===== config.mk =====
export PLATFORM = sky130hd
export DESIGN_NAME = mem_port_arbiter_flat
export DESIGN_NICKNAME = d
export VERILOG_FILES = /design/src/rtl/mem_port_arbiter_if.sv /design/src/rtl/mem_port_arbiter.sv /design/src/flat_wrapper.sv
export SDC_FILE = /design/constraint.sdc
export NUM_CORES = 1
export LEC_CHECK = 0
export ABC_AREA = 0
export ABC_CLOCK_PERIOD_IN_PS = 2900
export CORE_MARGIN = 3
export CORE_UTILIZATION = 45
export CTS_BUF_LIST = sky130_fd_sc_hd__clkbuf_8
export DETAILED_ROUTE_END_ITERATION = 7
export HOLD_SLACK_MARGIN = 0.12
export PLACE_DENSITY = 0.86
export SYNTH_ARGS = -nofsm -noshare
export SYNTH_HDL_FRONTEND = slang
export SYNTH_SLANG_ARGS = --single-unit

===== constraint.sdc =====
create_clock -name clk_i -period 2.9 [get_ports clk_i]
set_input_delay 0.58 -clock clk_i [delete_from_list [all_inputs] [get_ports clk_i]]
set_output_delay 0.58 -clock clk_i [all_outputs]
set_load 0.02 [all_outputs]

===== src/rtl/mem_port_arbiter_if.sv =====
// Handshake and bus bundle for mem_port_arbiter.
// Groups the IF requester, MEM requester and external memory signals.
//   master : arbiter view (drives ready/data/stall, ext_* command, err_o)
//   slave  : environment view (pipeline stages + external memory)
interface mem_port_arbiter_if;
  localparam int unsigned DATA_W = 32;
  localparam int unsigned ADDR_W = 32;

  // Instruction-fetch requester
  logic              if_req_i;
  logic [ADDR_W-1:0] if_addr_i;
  logic [DATA_W-1:0] if_data_o;
  logic              if_ready_o;
  logic              if_stall_o;

  // Data-memory requester
  logic              mem_req_i;
  logic              mem_we_i;
  logic [ADDR_W-1:0] mem_addr_i;
  logic [DATA_W-1:0] mem_wdata_i;
  logic [DATA_W-1:0] mem_rdata_o;
  logic              mem_ready_o;
  logic              mem_stall_o;

  // External memory port
  logic              ext_req_o;
  logic              ext_we_o;
  logic [ADDR_W-1:0] ext_addr_o;
  logic [DATA_W-1:0] ext_wdata_o;
  logic [DATA_W-1:0] ext_rdata_i;
  logic              ext_ack_i;

  // Sticky watchdog flag
  logic              err_o;

  modport master (
    input  if_req_i, if_addr_i,
    output if_data_o, if_ready_o, if_stall_o,
    input  mem_req_i, mem_we_i, mem_addr_i, mem_wdata_i,
    output mem_rdata_o, mem_ready_o, mem_stall_o,
    output ext_req_o, ext_we_o, ext_addr_o, ext_wdata_o,
    input  ext_rdata_i, ext_ack_i,
    output err_o
  );

  modport slave (
    output if_req_i, if_addr_i,
    input  if_data_o, if_ready_o, if_stall_o,
    output mem_req_i, mem_we_i, mem_addr_i, mem_wdata_i,
    input  mem_rdata_o, mem_ready_o, mem_stall_o,
    input  ext_req_o, ext_we_o, ext_addr_o, ext_wdata_o,
    output ext_rdata_i, ext_ack_i,
    input  err_o
  );
endinterface


===== src/rtl/mem_port_arbiter.sv =====
// Shares one single-ported, variable-latency memory between the IF and MEM
// pipeline stages. One latched transaction at a time, req/ack toward memory,
// one-cycle ready pulse back to the requester, combinational stalls, and an
// ack watchdog that aborts hung transactions and raises a sticky err_o.
//
// Ports:
//   clk_i    rising-edge clock
//   rst_n_i  asynchronous active-low reset
//   bus      mem_port_arbiter_if.master (IF/MEM requesters, ext memory, err_o)
//
// Parameters:
//   ACK_TIMEOUT    cycles waiting for ext_ack_i before abort (0 = no watchdog)
//   MAX_MEM_BURST  MEM grants allowed while IF waits (fair mode only)
//   ABORT_DATA     read data returned by an aborted transaction
//
// Build option:
//   ARB_FAIR_EN    when defined, IF is forced in after MAX_MEM_BURST MEM grants
//                  made while IF was waiting; otherwise strict MEM priority.
module mem_port_arbiter #(
  parameter int unsigned ACK_TIMEOUT   = 255,
  parameter int unsigned MAX_MEM_BURST = 4,
  parameter logic [31:0] ABORT_DATA    = 32'hDEADBEEF
) (
  input  logic               clk_i,
  input  logic               rst_n_i,
  mem_port_arbiter_if.master bus
);

  localparam int unsigned DATA_W = 32;
  localparam int unsigned ADDR_W = 32;
  localparam int unsigned WD_W   = (ACK_TIMEOUT > 1) ? $clog2(ACK_TIMEOUT) : 1;

  typedef enum logic [1:0] {
    IDLE,
    GNT_IF,
    GNT_MEM,
    RESP
  } state_e;

  // Command latched toward external memory at grant time
  typedef struct packed {
    logic              we;
    logic [ADDR_W-1:0] addr;
    logic [DATA_W-1:0] wdata;
  } ext_cmd_t;

  state_e            state_q;
  logic              resp_mem_q;
  ext_cmd_t          ext_cmd_q;
  logic              ext_req_q;
  logic [WD_W-1:0]   wd_cnt_q;
  logic              if_ready_q;
  logic              mem_ready_q;
  logic [DATA_W-1:0] if_data_q;
  logic [DATA_W-1:0] mem_rdata_q;
  logic              err_q;

  logic              grant_if_c;
  logic              grant_mem_c;
  logic              wd_expire_c;
  logic              burst_spent_c;
  logic [DATA_W-1:0] rsp_data_c;

`ifdef ARB_FAIR_EN
  localparam bit          FAIR_EN = 1'b1;
  localparam int unsigned FC_W    = ($clog2(MAX_MEM_BURST + 1) > 3) ?
                                    $clog2(MAX_MEM_BURST + 1) : 3;

  logic [FC_W-1:0] fair_cnt_q;

  assign burst_spent_c = (fair_cnt_q >= FC_W'(MAX_MEM_BURST));

  // MEM grants taken while IF waits; cleared whenever IF gets the port
  always_ff @(posedge clk_i or negedge rst_n_i) begin
    if (!rst_n_i) begin
      fair_cnt_q <= '0;
    end else if (grant_if_c) begin
      fair_cnt_q <= '0;
    end else if (grant_mem_c && bus.if_req_i && !burst_spent_c) begin
      fair_cnt_q <= fair_cnt_q + FC_W'(1);
    end
  end
`else
  localparam bit FAIR_EN = 1'b0;

  assign burst_spent_c = 1'b0;
`endif

  // Abort on the last allowed wait cycle; an ack in that cycle takes precedence
  assign wd_expire_c = (ACK_TIMEOUT != 0) &&
                       (wd_cnt_q == WD_W'(ACK_TIMEOUT - 1));

  assign rsp_data_c = bus.ext_ack_i ? bus.ext_rdata_i : ABORT_DATA;

  // Grant decision. Only IDLE and RESP may grant; RESP never regrants the
  // requester it is completing, whose req is still high this cycle.
  always_comb begin
    grant_if_c  = 1'b0;
    grant_mem_c = 1'b0;
    unique case (state_q)
      IDLE: begin
        if (bus.if_req_i && burst_spent_c) begin
          grant_if_c = 1'b1;
        end else if (bus.mem_req_i) begin
          grant_mem_c = 1'b1;
        end else if (bus.if_req_i) begin
          grant_if_c = 1'b1;
        end
      end
      RESP: begin
        // In fair mode a MEM completion returns to IDLE so MEM keeps priority
        // until its burst budget is spent.
        if (resp_mem_q) begin
          if (bus.if_req_i && (burst_spent_c || !FAIR_EN)) begin
            grant_if_c = 1'b1;
          end
        end else if (bus.mem_req_i) begin
          grant_mem_c = 1'b1;
        end
      end
      default: begin
      end
    endcase
  end

  // Transaction FSM with registered ext_*, ready, data holds and error flag
  always_ff @(posedge clk_i or negedge rst_n_i) begin
    if (!rst_n_i) begin
      state_q     <= IDLE;
      resp_mem_q  <= 1'b0;
      ext_cmd_q   <= '0;
      ext_req_q   <= 1'b0;
      wd_cnt_q    <= '0;
      if_ready_q  <= 1'b0;
      mem_ready_q <= 1'b0;
      if_data_q   <= '0;
      mem_rdata_q <= '0;
      err_q       <= 1'b0;
    end else begin
      if_ready_q  <= 1'b0;
      mem_ready_q <= 1'b0;
      if (grant_mem_c) begin
        state_q         <= GNT_MEM;
        ext_req_q       <= 1'b1;
        ext_cmd_q.we    <= bus.mem_we_i;
        ext_cmd_q.addr  <= bus.mem_addr_i;
        ext_cmd_q.wdata <= bus.mem_wdata_i;
        wd_cnt_q        <= '0;
      end else if (grant_if_c) begin
        state_q        <= GNT_IF;
        ext_req_q      <= 1'b1;
        ext_cmd_q.we   <= 1'b0;
        ext_cmd_q.addr <= bus.if_addr_i;
        wd_cnt_q       <= '0;
      end else begin
        unique case (state_q)
          GNT_IF, GNT_MEM: begin
            if (bus.ext_ack_i || wd_expire_c) begin
              ext_req_q  <= 1'b0;
              state_q    <= RESP;
              resp_mem_q <= (state_q == GNT_MEM);
              if (!bus.ext_ack_i) begin
                err_q <= 1'b1;
              end
              if (state_q == GNT_MEM) begin
                mem_ready_q <= 1'b1;
                if (!ext_cmd_q.we) begin
                  mem_rdata_q <= rsp_data_c;
                end
              end else begin
                if_ready_q <= 1'b1;
                if_data_q  <= rsp_data_c;
              end
            end else begin
              wd_cnt_q <= wd_cnt_q + WD_W'(1);
            end
          end
          RESP: begin
            state_q <= IDLE;
          end
          default: begin
          end
        endcase
      end
    end
  end

  assign bus.ext_req_o   = ext_req_q;
  assign bus.ext_we_o    = ext_cmd_q.we;
  assign bus.ext_addr_o  = ext_cmd_q.addr;
  assign bus.ext_wdata_o = ext_cmd_q.wdata;
  assign bus.if_data_o   = if_data_q;
  assign bus.if_ready_o  = if_ready_q;
  assign bus.mem_rdata_o = mem_rdata_q;
  assign bus.mem_ready_o = mem_ready_q;
  assign bus.err_o       = err_q;

  // Stalls follow the request combinationally and release on the ready pulse
  assign bus.if_stall_o  = bus.if_req_i  & ~if_ready_q;
  assign bus.mem_stall_o = bus.mem_req_i & ~mem_ready_q;

endmodule


===== src/flat_wrapper.sv =====
// flat-port wrapper written by rule: the top's interface ports become plain ports
module mem_port_arbiter_flat 
#(
  parameter int unsigned ACK_TIMEOUT   = 255,
  parameter int unsigned MAX_MEM_BURST = 4,
  parameter logic [31:0] ABORT_DATA    = 32'hDEADBEEF
)
  (clk_i, rst_n_i, bus_if_req_i, bus_if_addr_i, bus_if_data_o, bus_if_ready_o, bus_if_stall_o, bus_mem_req_i, bus_mem_we_i, bus_mem_addr_i, bus_mem_wdata_i, bus_mem_rdata_o, bus_mem_ready_o, bus_mem_stall_o, bus_ext_req_o, bus_ext_we_o, bus_ext_addr_o, bus_ext_wdata_o, bus_ext_rdata_i, bus_ext_ack_i, bus_err_o);
  mem_port_arbiter_if bus_i ();
  input  logic clk_i;
  input  logic rst_n_i;
  input wire logic [$bits(bus_i.if_req_i)-1:0] bus_if_req_i;
  input wire logic [$bits(bus_i.if_addr_i)-1:0] bus_if_addr_i;
  output wire logic [$bits(bus_i.if_data_o)-1:0] bus_if_data_o;
  output wire logic [$bits(bus_i.if_ready_o)-1:0] bus_if_ready_o;
  output wire logic [$bits(bus_i.if_stall_o)-1:0] bus_if_stall_o;
  input wire logic [$bits(bus_i.mem_req_i)-1:0] bus_mem_req_i;
  input wire logic [$bits(bus_i.mem_we_i)-1:0] bus_mem_we_i;
  input wire logic [$bits(bus_i.mem_addr_i)-1:0] bus_mem_addr_i;
  input wire logic [$bits(bus_i.mem_wdata_i)-1:0] bus_mem_wdata_i;
  output wire logic [$bits(bus_i.mem_rdata_o)-1:0] bus_mem_rdata_o;
  output wire logic [$bits(bus_i.mem_ready_o)-1:0] bus_mem_ready_o;
  output wire logic [$bits(bus_i.mem_stall_o)-1:0] bus_mem_stall_o;
  output wire logic [$bits(bus_i.ext_req_o)-1:0] bus_ext_req_o;
  output wire logic [$bits(bus_i.ext_we_o)-1:0] bus_ext_we_o;
  output wire logic [$bits(bus_i.ext_addr_o)-1:0] bus_ext_addr_o;
  output wire logic [$bits(bus_i.ext_wdata_o)-1:0] bus_ext_wdata_o;
  input wire logic [$bits(bus_i.ext_rdata_i)-1:0] bus_ext_rdata_i;
  input wire logic [$bits(bus_i.ext_ack_i)-1:0] bus_ext_ack_i;
  output wire logic [$bits(bus_i.err_o)-1:0] bus_err_o;
  assign bus_i.if_req_i = bus_if_req_i;
  assign bus_i.if_addr_i = bus_if_addr_i;
  assign bus_if_data_o = bus_i.if_data_o;
  assign bus_if_ready_o = bus_i.if_ready_o;
  assign bus_if_stall_o = bus_i.if_stall_o;
  assign bus_i.mem_req_i = bus_mem_req_i;
  assign bus_i.mem_we_i = bus_mem_we_i;
  assign bus_i.mem_addr_i = bus_mem_addr_i;
  assign bus_i.mem_wdata_i = bus_mem_wdata_i;
  assign bus_mem_rdata_o = bus_i.mem_rdata_o;
  assign bus_mem_ready_o = bus_i.mem_ready_o;
  assign bus_mem_stall_o = bus_i.mem_stall_o;
  assign bus_ext_req_o = bus_i.ext_req_o;
  assign bus_ext_we_o = bus_i.ext_we_o;
  assign bus_ext_addr_o = bus_i.ext_addr_o;
  assign bus_ext_wdata_o = bus_i.ext_wdata_o;
  assign bus_i.ext_rdata_i = bus_ext_rdata_i;
  assign bus_i.ext_ack_i = bus_ext_ack_i;
  assign bus_err_o = bus_i.err_o;
  mem_port_arbiter #(.ACK_TIMEOUT(ACK_TIMEOUT), .MAX_MEM_BURST(MAX_MEM_BURST), .ABORT_DATA(ABORT_DATA)) u_core (.clk_i(clk_i), .rst_n_i(rst_n_i), .bus(bus_i));
endmodule

Yosys cells after proc, flatten, opt, wreduce, memory -nomap -nowiden
Cells that the tools add are included.
- memories: 0
- word-level logic and storage cells: 74
- output and inout port bits: 135
- RAM bits: 0
- memory bits (read-only): 0
- flip-flop bits (word level): 144
- input bits: 134
- bits in latches: 0
- equal/unequal tests: 6
- shift operators: 0
- divide/modulo/power cells: 0
- multiply operators: 0
- mux-type cells: 32
- bitwise operators: 9
- $lt $le $gt $ge: 0
- add/sub/neg operators: 1
- reductions and logical operators: 14
- operator list (operator ; count):
    $mux 33 ; 2
    $mux 32 ; 1
    $mux 8 ; 4
    $mux 1 ; 19
    $reduce_and 5->1 ; 2
    $add 8x1->8 const B ; 1
    $eq 8x8->1 const B ; 1
    $not 1->1 ; 7
    $mux 2 ; 3
    $reduce_and 2->1 ; 3
    $reduce_and 6->1 ; 1
    $reduce_bool 3->1 ; 2
    $eq 2x2->1 const B ; 2
    $ne 4x1->1 const B ; 1
    $pmux 1 s2 ; 2
    $pmux 2 s2 ; 1
    $reduce_and 4->1 ; 1
    $reduce_bool 4->1 ; 1
    $ne 3x1->1 const B ; 1
    $and 1x1->1 ; 2
    $eq 2x1->1 const B ; 1
    $logic_not 2->1 ; 1
    $reduce_bool 2->1 ; 1
    $reduce_or 2->1 ; 1
    $logic_or 1x1->1 ; 1

Logic depth before layout (Yosys ltp)
- depth in word-level cells: 6
- gate-level depth with buffers: 10
- gate-level depth less buffers: 6

Least setup slack after synthesis
OpenSTA, ideal clock, no wires.
- path type: register -> register
- from: register u_core.state_q[0]
- to: register u_core.state_q[0]
- setup time: 0.079 ns
- path buffers: 2
- data required time: 2.821 ns
- arrival time: 1.726 ns
- stages on the path, launching flop included: 9
- period minus slack after synthesis: 1.805 ns
- slack: 1.095 ns
- path through: dfrtp_1 > inv_1 > ha_1 > buf_2 > nor2b_1 > o21ai_1 > buf_4 > a31oi_1 > mux2i_1
- longest elaborated chain between the ends: 5
- elaborated cells on any way between the ends: 13
- those cells by class: eq/ne: 4; mux: 5; reduce/logical: 4
- ends and longest elaborated chain (element ; RTL line ; RTL):
    start, declared ; mem_port_arbiter.sv:47 ; state_e state_q;
    start signal, assigned ; mem_port_arbiter.sv:129 ; state_q <= IDLE;
    start signal, assigned ; mem_port_arbiter.sv:143 ; state_q <= GNT_MEM;
    start signal, assigned ; mem_port_arbiter.sv:150 ; state_q <= GNT_IF;
    $eq 2x1->1 / $eq 2x2->1 (equally long branches) ; mem_port_arbiter.sv:156 ; unique case (state_q)
    $reduce_or 2->1 ; mem_port_arbiter.sv:156 ;
    $pmux 2 s2 ; mem_port_arbiter.sv:156 ;
    $mux 2 ; mem_port_arbiter.sv:149 ; end else if (grant_if_c) begin
    $mux 2 ; mem_port_arbiter.sv:142 ; if (grant_mem_c) begin
Several ways; a longest one is shown, not always the timed one.
A chain may end at the register's enable or synchronous reset.

Final worst setup path
- from: input bus_mem_req_i
- to: output bus_mem_stall_o
- longest elaborated chain between the ends: 1
- ends and longest elaborated chain (element ; RTL line ; RTL):
    start, declared ; flat_wrapper.sv:17 ; input wire logic [$bits(bus_i.mem_req_i)-1:0] bus_mem_req_i;
    $and 1x1->1 ; mem_port_arbiter.sv:200 ; assign bus.mem_stall_o = bus.mem_req_i & ~mem_ready_q;
    end, declared ; flat_wrapper.sv:23 ; output wire logic [$bits(bus_i.mem_stall_o)-1:0] bus_mem_stall_o;
Every way passes these cells.

==> impl_metrics.ini <==
[hold_path]
hp-class = in2async

[route]
antenna_left = 0
drt_iter0_drc = 306
avgViaCountPerCell = 5.27
vias = 5094
drc = 0
firstDrtPassIters = 4
drt_wl_total_um = 17800
wire_per_inst_um = 18.4

[timing]
finalCriticalPeriod_ps = 2460
slew_violations = 0
fin_hold_ws_ps = 120
setup_viol = 0
worst_pin_slew_ps = 1240
period_share = 0.848
slew_headroom = 0.165
rsz0062_at_grt = no
skew_ps = 9.90
hold_viol_final = 0
clock.fmax_mhz = 407
tns_ps = 0

[critical_path]
crit_path_frequent_cell = clkdlybuf4s50_1
arrival_ps = 1880
crit_path_top_delay_cell = clkdlybuf4s50_1
critPathRequiredTime_ps = 2320
worstSetupPathType = in2out
worst_setup_path_start_kind = primary input
critPathMaxFanout = 4
slowest_delay_ps = 610
critical_path.cell_chain = clkdlybuf4s50_1 -> nor2b_1 -> clkdlybuf4s50_1
endpoint_kind = primary output

[clock_tree]
root_buffer = clkbuf_8
cts.repair.resized = 0
cts_num_sinks = 144
clkTransAtPathRegs_ps = 80
clockBufferDepth = 2
cts_hold_buf = 0
h-tree-depth = 4
post_cts_buffers = 0
clk_latency_ps = 440
cts_tree = done
cts_made_buffers = 17

[pwr]
peakVddDrop_uv = 630
power_density_nw_per_um2 = 1150
clkPwrFrac = 0.181
combPwrFrac = 0.488
swShare = 0.379
p_seq_frac = 0.331
p_total_mw = 10.7
net-switching-power_mw = 4.05
p_int_mw = 6.63
power_leakage_nw = 4.19

[placed_design]
numPlacedInstances = 936
gp_congestion = 0.802
place_area_sq_um = 8770
numPortBuffers = 268
dp_hpwl_um = 13000

[grt]
grt_start_max_net_pins = 98
antenna_found_initial = 1
grt_pass1_wl_um = 27900
grt-ovfl-total = 0
grt_usage = 0.245
grt_pass1_vias = 5492

[synth]
synth_edf_count = 0
yosys_warnings = 0
ys_seq_area_frac = 0.609
synth_cells = 516
async_flop_share = 1.00
synth_cell_types = 35
avgSynthCellArea_sq_um = 11.5
yosys_most_used_dff = dfrtp_1
ys_seq_elements = 144
netlist_area_sq_um = 5920
syn-num-nets = 657

[die]
start_util = 0.465
core-area_sq_um = 12700
die_h_um = 121
dieArea_sq_um = 14600
row_count = 41
die_w_um = 121
io_pins = 269

[cells_and_area]
final_cells = 967
area_growth_pct = 56.7
drive_gt1_frac = 0.0894
design_area_sq_um = 9270
fin_nets = 924

[job]
drv_cap = 0

[outcome]
status = completed
==> sequential cells by signal, indices dropped and copies added, names as in the netlist, 2 cells and up <==
register / flops
u_core.state_q: 2
u_core.bus.ext_addr_o: 32
u_core.wd_cnt_q: 8
u_core.bus.ext_wdata_o: 32
u_core.bus.if_data_o: 32
u_core.bus.mem_rdata_o: 32
==> cell usage after synthesis, drive strengths merged (2+ instances only) <==
library cell	number	area share
o211ai	2	0.0025
and2	3	0.0032
nor2b	9	0.0095
o22a	48	0.076
clkbuf	11	0.0070
nand2	132	0.084
o21a	3	0.0038
nand4	5	0.0053
nor2	9	0.0057
a22o	17	0.025
nand3	4	0.0034
xor2	3	0.0044
o21ai	46	0.040
dfrtp	144	0.61
ha	7	0.015
mux2i	36	0.061
inv	6	0.0038
buf	20	0.022
==> final timing paths <==
check                                      startpoint                    endpoint  slack (ps)  cells after the start
setup / recovery                        bus_mem_req_i             bus_mem_stall_o         440                      3
hold / removal                                rst_n_i    u_core.bus.if_data_o[10]         120                      1
setup reg to reg                    u_core.state_q[0]   u_core.bus.mem_rdata_o[1]         560                      5
hold reg to reg            u_core.bus.ext_wdata_o[27]  u_core.bus.ext_wdata_o[27]         490                      2
max in group asynchronous                     rst_n_i            u_core.bus.err_o        2070                      2
min in group clk_i         u_core.bus.ext_wdata_o[27]  u_core.bus.ext_wdata_o[27]         490                      2
==> logic make-up after synthesis <==
logic type,count (synthesis),synth area share
AOI/OAI and AO/OA,121,0.156
buffers and inverters,37,0.0332
xor gates and xnor gates,3,0.00444
and+or+nand+nor,168,0.121
muxes,36,0.0609
adders and majority gates,7,0.0148
DFF,144,0.609
==> power groups by stage <==
stage | clock, mW | sequential [mW] | combinational, mW
6_report | 1.93 | 3.53 | 5.21
5_1_grt | 2.05 | 3.63 | 5.59
4_1_cts | 1.96 | 3.53 | 5.27
3_5_place_dp | 0 | 3.54 | 5.24
3_3_place_gp | 0 | 3.48 | 5.07
2_1_floorplan | 0 | 4.52 | 1.65
==> cells in the final DEF (no fill, tap or decap), types with 4 or more instances in the layout <==
master	instances
a22o_1	17
dfrtp_1	144
nor2_1	9
nor2b_1	9
o21ai_0	43
clkdlybuf4s50_1	267
bufinv_16	6
nand2_1	132
clkbuf_8	21
nand4_1	5
buf_4	8
o22a_1	25
inv_1	6
ha_1	7
o22a_2	23
nand3_1	4
mux2i_1	36
==> cell type report <==
class / instances / area [sq um]
Clock buffer: 21 / 289
Antenna cell: 1 / 2.50
Fill cell: 889 / 3450
Sequential cell: 144 / 3600
Multi-Input combinational cell: 335 / 2130
Clock inverter: 9 / 203
Inverter: 6 / 22.5
Timing Repair Buffer: 279 / 2800
Tap cell: 172 / 215
==> worst max-delay path, delay by kind of cell <==
family	cells	cell delay, ps
buffers and inverters	2	1140
and+or+nand+nor	1	160
==> layer usage <==
metal  vias up  global-route usage  wire length, um
met2       243               0.432             9110
met1      2496               0.270             6600
met5         -                   0                0
met3        23              0.0968             1860
met4         0              0.0829              264
li1       2332                   -                -
==> metrics by stage <==
| step | utilization | setup slack (ps) |
|---|---|---|
| floorplan | - | 1090 |
| global placement | 0.690 | 438 |
| detailed placement | 0.690 | 377 |
| CTS | 0.728 | 434 |
| global route | 0.729 | 368 |
| finish | 0.729 | 440 |
Power figures use the tool's default switching activity.
